<file path="config.mk">
export PLATFORM = sky130hd
export DESIGN_NAME = ocp_slave_fsm
export DESIGN_NICKNAME = d
export VERILOG_FILES = /design/src/rtl/ocp_pkg.sv /design/src/rtl/ocp_timeout_counter.sv /design/src/rtl/ocp_slave_fsm.sv
export SDC_FILE = /design/constraint.sdc
export NUM_CORES = 1
export LEC_CHECK = 0
export ABC_AREA = 1
export BUFFER_PORTS_ARGS = -buffer_cell sky130_fd_sc_hd__buf_2
export CAP_MARGIN = 25
export CORE_ASPECT_RATIO = 1.25
export CORE_UTILIZATION = 39
export DETAILED_ROUTE_END_ITERATION = 10
export GPL_ROUTABILITY_DRIVEN = 1
export GPL_TIMING_DRIVEN = 1
export HOLD_SLACK_MARGIN = 0.02
export PLACE_DENSITY = 0.78
export REMOVE_ABC_BUFFERS = 1
export SETUP_SLACK_MARGIN = 0.15
export SLEW_MARGIN = 40
export SYNTH_ARGS = -nofsm -noshare
export SYNTH_HDL_FRONTEND = slang
export SYNTH_HIERARCHICAL = 1
export SYNTH_SLANG_ARGS = --single-unit
</file>
<file path="constraint.sdc">
create_clock -name Clk -period 6.5 [get_ports Clk]
set_input_delay 0.65 -clock Clk [delete_from_list [all_inputs] [get_ports Clk]]
set_output_delay 0.65 -clock Clk [all_outputs]
set_load 0.005 [all_outputs]
</file>
<file path="src/rtl/ocp_pkg.sv">
// Shared OCP basic-group encodings and the slave FSM state encoding used by both
// ends of the PCIe<->OCP bridge.
package ocp_pkg;

  localparam logic [2:0] CMD_IDLE = 3'b000;
  localparam logic [2:0] CMD_WR   = 3'b001;
  localparam logic [2:0] CMD_RD   = 3'b010;

  localparam logic [1:0] SRESP_NULL = 2'b00;
  localparam logic [1:0] SRESP_DVA  = 2'b01;
  localparam logic [1:0] SRESP_FAIL = 2'b10;
  localparam logic [1:0] SRESP_ERR  = 2'b11;

  localparam logic [1:0] ST_IDLE   = 2'd0;
  localparam logic [1:0] ST_ACCEPT = 2'd1;
  localparam logic [1:0] ST_XFER   = 2'd2;
  localparam logic [1:0] ST_RESP   = 2'd3;

  function automatic logic is_rw(input logic [2:0] cmd);
    return (cmd == CMD_WR) || (cmd == CMD_RD);
  endfunction

endpackage

</file>
<file path="src/rtl/ocp_timeout_counter.sv">
// Saturating cycle counter bounding how long the slave waits for a target ack.
// expired is high while the count sits at TIMEOUT.
module ocp_timeout_counter #(
  parameter int TIMEOUT = 255
) (
  input  logic Clk,
  input  logic reset,
  input  logic ce,
  input  logic clear,
  input  logic count_en,
  output logic expired
);

  localparam int TW = $clog2(TIMEOUT + 1);

  logic [TW-1:0] timer;

  assign expired = (timer == TW'(TIMEOUT));

  always_ff @(posedge Clk or posedge reset) begin
    if (reset) begin
      timer <= '0;
    end else if (ce) begin
      if (clear)
        timer <= '0;
      else if (count_en && !expired)
        timer <= timer + TW'(1);
    end
  end

endmodule

</file>
<file path="src/rtl/ocp_slave_fsm.sv">
// OCP basic-group slave: accepts one WR/RD at a time, drives the bridge-side target
// port, and holds SResp/SData until the master accepts the response.
module ocp_slave_fsm
  import ocp_pkg::*;
#(
  parameter int ADDR_WDTH  = 64,
  parameter int DATA_WDTH  = 8,
  parameter int TIMEOUT    = 255,
  parameter bit WRITE_RESP = 1'b0
) (
  input  logic                 Clk,
  input  logic                 reset,
  input  logic                 EnableClk,
  input  logic [2:0]           MCmd,
  input  logic [ADDR_WDTH-1:0] MAddr,
  input  logic [DATA_WDTH-1:0] MData,
  input  logic                 MRespAccept,
  output logic                 SCmdAccept,
  output logic [1:0]           SResp,
  output logic [DATA_WDTH-1:0] SData,
  output logic [ADDR_WDTH-1:0] address,
  output logic [DATA_WDTH-1:0] write_data,
  output logic                 write_request,
  output logic                 read_request,
  input  logic [DATA_WDTH-1:0] read_data,
  input  logic                 tgt_ack,
  input  logic                 tgt_error
);

  logic [1:0] state;
  logic [2:0] cmd_q;
  logic       expired;
  logic       in_xfer;

  assign in_xfer       = (state == ST_XFER);
  assign SCmdAccept    = (state == ST_ACCEPT);
  assign write_request = in_xfer && (cmd_q == CMD_WR);
  assign read_request  = in_xfer && (cmd_q == CMD_RD);

  ocp_timeout_counter #(.TIMEOUT(TIMEOUT)) u_timeout (
    .Clk      (Clk),
    .reset    (reset),
    .ce       (EnableClk),
    .clear    (!in_xfer),
    .count_en (in_xfer),
    .expired  (expired)
  );

  always_ff @(posedge Clk or posedge reset) begin
    if (reset) begin
      state      <= ST_IDLE;
      cmd_q      <= CMD_IDLE;
      SResp      <= SRESP_NULL;
      SData      <= '0;
      address    <= '0;
      write_data <= '0;
    end else if (EnableClk) begin
      case (state)
        ST_IDLE: begin
          if (MCmd != CMD_IDLE) begin
            cmd_q      <= MCmd;
            address    <= MAddr;
            write_data <= MData;
            state      <= ST_ACCEPT;
          end
        end
        ST_ACCEPT: begin
          if (is_rw(cmd_q)) begin
            state <= ST_XFER;
          end else begin
            SResp <= SRESP_ERR;
            SData <= '0;
            state <= ST_RESP;
          end
        end
        ST_XFER: begin
          // An ack in the same cycle as the timeout takes priority over it.
          if (tgt_ack && !tgt_error) begin
            if (cmd_q == CMD_RD) begin
              SResp <= SRESP_DVA;
              SData <= read_data;
              state <= ST_RESP;
            end else if (WRITE_RESP) begin
              SResp <= SRESP_DVA;
              state <= ST_RESP;
            end else begin
              state <= ST_IDLE;
            end
          end else if (tgt_ack || expired) begin
            if (cmd_q == CMD_WR && !WRITE_RESP) begin
              state <= ST_IDLE;
            end else begin
              SResp <= SRESP_ERR;
              SData <= '0;
              state <= ST_RESP;
            end
          end
        end
        default: begin
          if (MRespAccept) begin
            SResp <= SRESP_NULL;
            SData <= '0;
            state <= ST_IDLE;
          end
        end
      endcase
    end
  end

endmodule

</file>
==> impl_metrics.ini, run 1 <==
[status]
status = complete, no violations

[final_layout]
seqCellArea_um2 = 2380
fillCellCount = 1015
layout.cells.non_filler = 821
layout-drive-gt1-share_pct = 29.5
area_growth_pct = 29.8
design_area_um2 = 5530
multi_input_comb_area_um2 = 1390
nets = 778

[job]
maxCapViolCount = 0

[detailed_routing]
viasPerCell = 4.42
drc = 0
drt_pre_antenna_iters = 5
vias = 3628
wl_per_cell_um = 11.2
ant_nets = 0
drt_iter0_drc = 120
drt_wl_total_um = 9200

[die]
pin_count = 174
std_cell_rows = 42
start_util_pct = 40.1
core_area_um2 = 10600
die_w_um = 95.5
die_height_um = 119
die_area_um2 = 11400

[clocking]
postCtsSetupRepairBufs = 0
clkSinkCount = 95
cts_buffers = 9
post_cts_resized = 0
clk_pin_slew_worst_paths_ns = 0.07
cts_max_level = 3
cts_hold_buf = 0
cts_tree = done
cts.path.max_buffers = 2
cts_root_buffer = clkbuf_16
clk_latency_ns = 0.33

[worst_setup_path]
cp.required_ns = 5.85
crit_family = flip-flops
path_max_fanout = 8
start_kind = register
crit_slowest_cell = dfrtp_1
crit_type = register to primary output
end_kind = primary output
crit_chain = inv_1, ha_1, inv_2, nor2_1, buf_2
cpPeakStageDelay_ns = 0.42
arrival_ns = 1.62
crit_buf_inv = 3

[grt]
grt_pass1_vias = 3385
grt_use_total_pct = 17.4
grt_start_max_net_pins = 140
antenna_found_initial = 1
overflow = 0
grt_pass1_wl_um = 15300

[logic_synthesis]
post-synth-top-area-cell = dfrtp_1
yosys-top-cells-area = dfrtp_1, nand2_1, inv_1
syn_inst = 517
synth_area_um2 = 4260
ys_ff_latch = 95
synthDominantCellAreaShare_pct = 55.8
synth_most_common_cell = nand2_1
synth-async-reset-ratio_pct = 100
yosys_warnings = 6
yosysUniqueCellTypes = 24
synthAdderAreaFrac_pct = 1.47
synth_compound_area_share_pct = 9.81
synthTopCellsByCount = nand2_1, inv_1, dfrtp_1
synth.avg_cell_area_um2 = 8.24
synth-edff-count = 0
synthXorXnorAreaFrac_pct = 0
yosys.area_share.simple_pct = 21.1
yosys_most_used_dff = dfrtp_1
synth_top_family_by_area = simple AND/OR/NAND/NOR gates
muxShareOfSynthArea_pct = 0
synth-seq-area-share_pct = 55.8

[power_and_ir_drop]
powerDensity_nw_per_um2 = 413
p_leak_uw = 0.00330
ir_drop_mv = 0.177

[worst_hold_path]
hp-class = input pin to asynchronous set/reset pin

[timing]
period_needed_ns = 2.27
rsz0062_at_grt = no
fmax_mhz = 440
skew_ns = 0.00853
post-route-period-util_pct = 35.0
drv_slew = 0
maxSlewHeadroom_pct = 53.5
setup_violations = 0
worstMarginPinSlew_ns = 0.698
fin_hold_ws_ns = 0.274
hold_violations = 0
setup_ws_ns = 4.23
setup_tns_ns = 0

[placed_design]
io_buffers = 173
dp_hpwl_um = 6630
gp_congestion = 0.838
placed_cells_incl_taps = 805
place_ws_ns = 4.32
dpl-instance-area_um2 = 5210
[cell type report]
cell class                      count  area share (%)
Clock inverter                      2           0.678
Inverter                          104            7.08
Antenna cell                        1          0.0452
Clock buffer                       13            5.07
Tap cell                          132            2.99
Sequential cell                    95            43.0
Timing Repair Buffer              175            16.1
Multi-Input combinational cell    299            25.0
[flip-flops by register name (all words and copies together), names as in the netlist]
| signal | count |
|---|---|
| cmd_q | 3 |
| state | 2 |
| SResp | 2 |
| u_timeout/timer | 8 |
| write_data | 8 |
| SData | 8 |
| address | 64 |
[logic make-up after synthesis]
| family | count (synthesis) |
|---|---|
| AND/OR/NAND/NOR | 212 |
| buffers and inverters | 123 |
| flip-flops | 95 |
| AO/OA/AOI/OAI | 82 |
| adder cells (fa/ha/maj) | 5 |
[per-stage QoR]
stage	util (%)	total power, uW
final	52.1	2280
after CTS	52.1	2310
after detailed placement	49.1	1750
after global placement	49.0	1720
after global routing	52.1	2480
after floorplan	-	1380
[final timing paths]
kind / from / end / slack (ns) / cells past startpoint
worst max-delay path: state[0] / read_request / 4.23 / 5
max in group asynchronous: reset / cmd_q[0] / 5.49 / 3
worst max register to register: u_timeout/timer[0] / SData[5] / 4.49 / 12
worst min register to register: SData[3] / SData[3] / 0.46 / 2
worst min-delay path: reset / u_timeout/timer[5] / 0.27 / 2
min in group Clk: SData[3] / SData[3] / 0.46 / 2
[power by group]
group	switching, uW	internal [uW]	total (uW)
Sequential	135	835	970
Clock	216	338	554
Combinational	431	329	761
[routing by layer]
layer	vias up	GRT usage (%)	wire length (um)
li1	1900	-	-
met1	1616	21.0	3900
met2	100	28.9	4630
met3	12	4.47	510
met4	0	7.18	158
met5	-	0	0
[placed cells by master (no fill, tap or decap)]
master        n
clkinvlp_4    1
inv_1       101
clkinv_2      1
nand2_1     147
bufinv_16     1
nand3_2       1
clkbuf_16     9
buf_2       173
o21ai_0      75
a21oi_1       3
nand4_1      10
nor2_4        1
nand3_1      12
nand3_4       1
nor2_1       28
nand2_2       3
o21a_1        2
nor3_1        4
nand2_4       3
ha_1          5
nor2_2        1
nand3b_1      1
diode_2       1
dfrtp_1      95
inv_2         2
o21ai_1       1
clkbuf_8      6
a21boi_0      1
No activity file was read; power rests on OpenSTA's default activity.
==> run 2, diff against run 1 <==
==> constraint.sdc (replaced) <==
create_clock -name Clk -period 2.3 [get_ports Clk]
set_input_delay 0.23 -clock Clk [delete_from_list [all_inputs] [get_ports Clk]]
set_output_delay 0.23 -clock Clk [all_outputs]
set_load 0.005 [all_outputs]
==> impl_metrics.ini, run 2 (same netlist as run 1, synthesis figures left out) <==
[timing]
hold_violations = 0
fmax_mhz = 533
rsz0062_at_grt = no
setup_ws_ns = 0.424
period_needed_ns = 1.88
maxSlewHeadroom_pct = 69.8
post-route-period-util_pct = 81.6
worstMarginPinSlew_ns = 0.453
setup_violations = 0
skew_ns = 0.00635
setup_tns_ns = 0
drv_slew = 0

[detailed_routing]
wl_per_cell_um = 11.2
ant_nets = 0
drt_pre_antenna_iters = 4
vias = 3658
drt_wl_total_um = 9260
viasPerCell = 4.44
drt_iter0_drc = 134
drc = 0

[final_layout]
multi_input_comb_area_um2 = 1390
final_cell_mix = buf_2, nand2_1, inv_1, dfrtp_1, o21ai_0
antenna_cells = 0
seqCellArea_um2 = 2380
final_common_cell = buf_2
largest-register = address
nets = 781
design_area_um2 = 5580
layout.cells.non_filler = 823
layout-drive-gt1-share_pct = 29.7
area_growth_pct = 30.9
fillCellCount = 1039
largest_register_ffs = 64

[worst_setup_path]
end_kind = register
crit_type = register to register
crit_chain = ha_1, nand2_2, nor2_2, nand2_2, inv_1, inv_1, nand3_1, nand2_1, nor2_4, buf_4, nand4_1, nand2_1
arrival_ns = 2.14
start_kind = register
rr_worst_depth = 12
cpPeakStageDelay_ns = 0.41
crit_slowest_cell = dfrtp_1
path_max_fanout = 8
cp.required_ns = 2.57

[placed_design]
io_buffers = 173
dpl-instance-area_um2 = 5230
gp_congestion = 0.867
dp_hpwl_um = 6890
placed_cells_incl_taps = 806
place_ws_ns = 0.322

[die]
std_cell_rows = 42
core_area_um2 = 10600
die_w_um = 95.5
die_height_um = 119
pin_count = 174
die_area_um2 = 11400
start_util_pct = 40.1

[grt]
grt_use_total_pct = 17.1
met2_usage_pct = 29.4
use_met1_pct = 20.0
grt_pass1_wl_um = 15200
grt_start_max_net_pins = 100
use_met3_pct = 4.28
overflow = 0
antenna_found_initial = 0
grt_pass1_vias = 3404
grt.busiest_layer = met2

[clocking]
cts_max_level = 3
cts_buffers = 9
cts_tree = done
clk_pin_slew_worst_paths_ns = 0.06
cts_root_buffer = clkbuf_16
clkSinkCount = 95
clk_latency_ns = 0.33
cts.path.max_buffers = 2

[power_and_ir_drop]
finalPower_uw = 6520
pwr-share-clk_pct = 24.3
p_switching_uw = 2220
powerDensity_nw_per_um2 = 1170
p_leak_uw = 0.00332
internal-power_uw = 4300
seq_power_share_pct = 41.8
power_frac_comb_pct = 33.9
swShare_pct = 34.0
ir_drop_mv = 0.561

[job]
maxCapViolCount = 0

[status]
status = complete, no violations

[worst_hold_path]
hp-class = input pin to register
holdPathStages = 3
==> run 2: cell count changes in the layout (fill, tap and decap cells not counted), sizes merged <==
| cell | change |
|---|---|
| clkbuf | -5 |
| buf | +4 |
| bufinv | +1 |
| clkinv | +1 |
| diode | -1 |
| dlygate4sd3 | +1 |
| inv | +1 |
==> run 2: through the flow <==
| stage | hold slack, ns | utilization [%] |
|---|---|---|
| 3_5_place_dp | 0.212 | 49.3 |
| 2_1_floorplan | 0.0457 | - |
| 6_report | 0.136 | 52.5 |
| 5_1_grt | 0.130 | 52.5 |
| 3_3_place_gp | 0.208 | 49.3 |
| 4_1_cts | 0.122 | 52.4 |
==> run 2: routing by layer <==
| metal | vias up | share of wire, % | routed length, um |
|---|---|---|---|
| li1 | 1905 | - | - |
| met1 | 1622 | 41 | 3830 |
| met4 | 0 | 2.6 | 243 |
| met5 | - | 0 | 0 |
| met3 | 22 | 6.1 | 561 |
| met2 | 109 | 50 | 4620 |
==> run 2: final cells by class <==
class                      instances  share of cell area [%]
sequential                        95                    42.6
multi-input combinational        299                    25.0
timing repair buffer             178                    16.7
inverter                         104                    7.02
clock buffer                      10                    4.28
tap                              132                    2.96
clock inverter                     5                    1.46
==> run 2: what timing repair did <==
| item | CTS | global route |
|---|---|---|
| hold buffers | 1 | 0 |
| hold endpoints to repair | 31 | 0 |
| resized for setup | 0 | 1 |
| setup buffers | 0 | 1 |
| endpoints found under the setup margin | 0 | 10 |
==> run 2: final timing paths <==
kind / startpoint / slack [ns] / endpoint
max reg2reg: u_timeout/timer[0] / 0.42 / SData[4]
min reg2reg: SData[6] / 0.47 / SData[6]
max: u_timeout/timer[0] / 0.42 / SData[4]
max in group asynchronous: reset / 1.18 / write_data[0]
min: MAddr[13] / 0.14 / address[13]
min in group asynchronous: reset / 0.41 / u_timeout/timer[5]
==> run 2: worst max-delay path, delay by kind of cell (launching register included) <==
family / cells / cell delay (ns)
flip-flops: 1 / 0.41
AND/OR/NAND/NOR: 8 / 0.91
adder cells (fa/ha/maj): 1 / 0.21
buffers and inverters: 3 / 0.28
==> run 2: power by group through the flow <==
stage	clock network [uW]	registers (uW)	logic, uW
finish	1580	2730	2210
global route	1700	2820	2540
CTS	1640	2730	2230
detailed placement	0	2740	2240
global placement	0	2730	2160
floorplan	0	2800	1100
==> run 3, diff against run 2 <==
--- a/config.mk
+++ b/config.mk
@@ -14,7 +14,7 @@
 export GPL_ROUTABILITY_DRIVEN = 1
 export GPL_TIMING_DRIVEN = 1
 export HOLD_SLACK_MARGIN = 0.02
-export PLACE_DENSITY = 0.78
+export PLACE_DENSITY = 0.8
 export REMOVE_ABC_BUFFERS = 1
 export SETUP_SLACK_MARGIN = 0.15
 export SLEW_MARGIN = 40
==> constraint.sdc (replaced) <==
create_clock -name Clk -period 1.72 [get_ports Clk]
set_input_delay 0.172 -clock Clk [delete_from_list [all_inputs] [get_ports Clk]]
set_output_delay 0.172 -clock Clk [all_outputs]
set_load 0.005 [all_outputs]
==> impl_metrics.ini, run 3 (same netlist as run 1, synthesis figures left out) <==
[clocking]
clkSinkCount = 95
cts_tree = done
cts_root_buffer = clkbuf_16
clk_latency_ns = 0.33
cts_max_level = 3
cts.path.max_buffers = 2
cts_buffers = 9
clk_pin_slew_worst_paths_ns = 0.07

[detailed_routing]
drt_iter0_drc = 151
drt-met1-wl_um = 4220
ant_nets = 0
highest_layer = met5
met3_length_um = 588
drc = 0
route.met2.wl_um = 5200
wl_per_cell_um = 11.9
drt_wl_total_um = 10100
viasPerCell = 4.48
vias = 3806
drt_pre_antenna_iters = 4

[timing]
rsz0062_at_grt = yes
period_needed_ns = 1.65
setup_ws_ns = 0.0741
hold_violations = 0
worstMarginPinSlew_ns = 0.364
maxSlewHeadroom_pct = 75.7
post-route-period-util_pct = 95.7
fmax_mhz = 608
drv_slew = 0
setup_violations = 0
skew_ns = 0.00802

[final_layout]
antenna_cells = 0
seqCellArea_um2 = 2380
fillCellCount = 1009
final_cell_mix = buf_2, nand2_1, inv_1, dfrtp_1, o21ai_0
nets = 806
layout-drive-gt1-share_pct = 34.3
largest-register = address
fin_util_pct = 55.6
final_common_cell = buf_2
multi_input_comb_area_um2 = 1480
area_growth_pct = 38.4
largest_register_ffs = 64
design_area_um2 = 5900

[worst_setup_path]
path_common_cell = nand2_2
crit_start = u_timeout/timer[1]
crit_buf_inv = 2
crit_chain = ha_2, nand2_2, nor2_4, nand2_2, inv_1, inv_1, nand3_2, nand2_4, nor2_4, nand3_4, nand2_2, nand2_1
cp.required_ns = 1.94
reg2reg_slack_ns = 0.07
cpPeakStageDelay_ns = 0.36
crit_family = simple AND/OR/NAND/NOR gates
rr_endpoint = SResp[1]
rr_worst_depth = 12
r2r-start = u_timeout/timer[1]
start_kind = register
path_max_fanout = 5
arrival_ns = 1.87
crit_slowest_cell = dfrtp_1
end_kind = register
crit_type = register to register

[grt]
overflow = 0
grt_pass1_wl_um = 16200
grt_use_total_pct = 18.3
grt_start_max_net_pins = 54
antenna_found_initial = 1
grt_pass1_vias = 3542

[worst_hold_path]
hp-class = input pin to register
min_from = MAddr[47]
holdPathStages = 3
whs_endpoint = address[47]

[placed_design]
dpl-instance-area_um2 = 5400
io_buffers = 173
gp_congestion = 0.853
dp_hpwl_um = 7090
place_ws_ns = 0.0640

[die]
core_area_um2 = 10600
start_util_pct = 40.1
std_cell_rows = 42
pin_count = 174
die_height_um = 119
die_w_um = 95.5
die_area_um2 = 11400

[job]
maxCapViolCount = 0

[power_and_ir_drop]
powerDensity_nw_per_um2 = 1530
p_leak_uw = 0.00347
ir_drop_mv = 0.697

[status]
status = complete, no violations
-- run 3: cell types whose count changed in the layout (fill, tap and decap cells not counted), sizes merged --
cell    before  now
nand3       14   15
inv        104  106
bufinv       2    0
buf        177  200
clkbuf      10   12
-- run 3: worst max-delay path by stage --
stage | cells past startpoint | slack (ns) | endpoint
after CTS | 12 | 0.12 | SData[6]
after detailed placement | 12 | 0.06 | SData[6]
after global placement | 12 | 0.14 | SData[5]
final | 12 | 0.07 | SResp[1]
after global routing | 12 | -0.04 | SData[6]
after floorplan | 4 | -0.93 | cmd_q[2]
-- run 3: power breakdown --
part	internal, uW	switching (uW)
logic	1620	1840
registers	3150	505
clock network	1070	851
total	5840	3200
-- run 3: per-stage QoR --
| step | TNS [ns] | hold WS, ns | std cells | total power, uW |
|---|---|---|---|---|
| 5_1_grt | -0.239 | 0.0630 | 849 | 9800 |
| 3_5_place_dp | 0 | 0.0885 | 821 | 6890 |
| 3_3_place_gp | 0 | 0.0875 | 821 | 6780 |
| 6_report | 0 | 0.0754 | 849 | 9040 |
| 4_1_cts | 0 | 0.0587 | 846 | 9010 |
| 2_1_floorplan | -126.38 | -0.0123 | 498 | 5220 |
-- run 3: repair_timing --
| action | 4_1_cts | 5_1_grt |
|---|---|---|
| gates cloned | 2 | 1 |
| hold endpoints to repair | 95 | 0 |
| buffers inserted | 6 | 2 |
| pin swaps | 5 | 5 |
| resized for setup | 10 | 20 |
| setup endpoints to repair | 18 | 79 |
| hold buffers | 1 | 0 |
-- run 3: final cells by class --
| cell class | count | share of cell area (%) |
|---|---|---|
| Sequential cell | 95 | 40.3 |
| Multi-Input combinational cell | 300 | 25.0 |
| Timing Repair Buffer | 202 | 20.3 |
| Inverter | 104 | 6.64 |
| Clock buffer | 11 | 4.29 |
| Tap cell | 132 | 2.80 |
| Clock inverter | 5 | 0.658 |
-- run 3: worst reg2reg max path, delay by kind of cell, from the launching register on --
kind	cells	cell delay, ns
simple gates	9	0.90
fa+ha+maj	1	0.19
flops	1	0.36
buf+inv	2	0.10
-- run 3: per-layer routing --
| layer | vias up | GRT usage (%) |
|---|---|---|
| li1 | 1962 | - |
| met4 | 2 | 4.94 |
| met5 | - | 0 |
| met3 | 8 | 5.62 |
| met1 | 1710 | 22.5 |
| met2 | 124 | 30.7 |
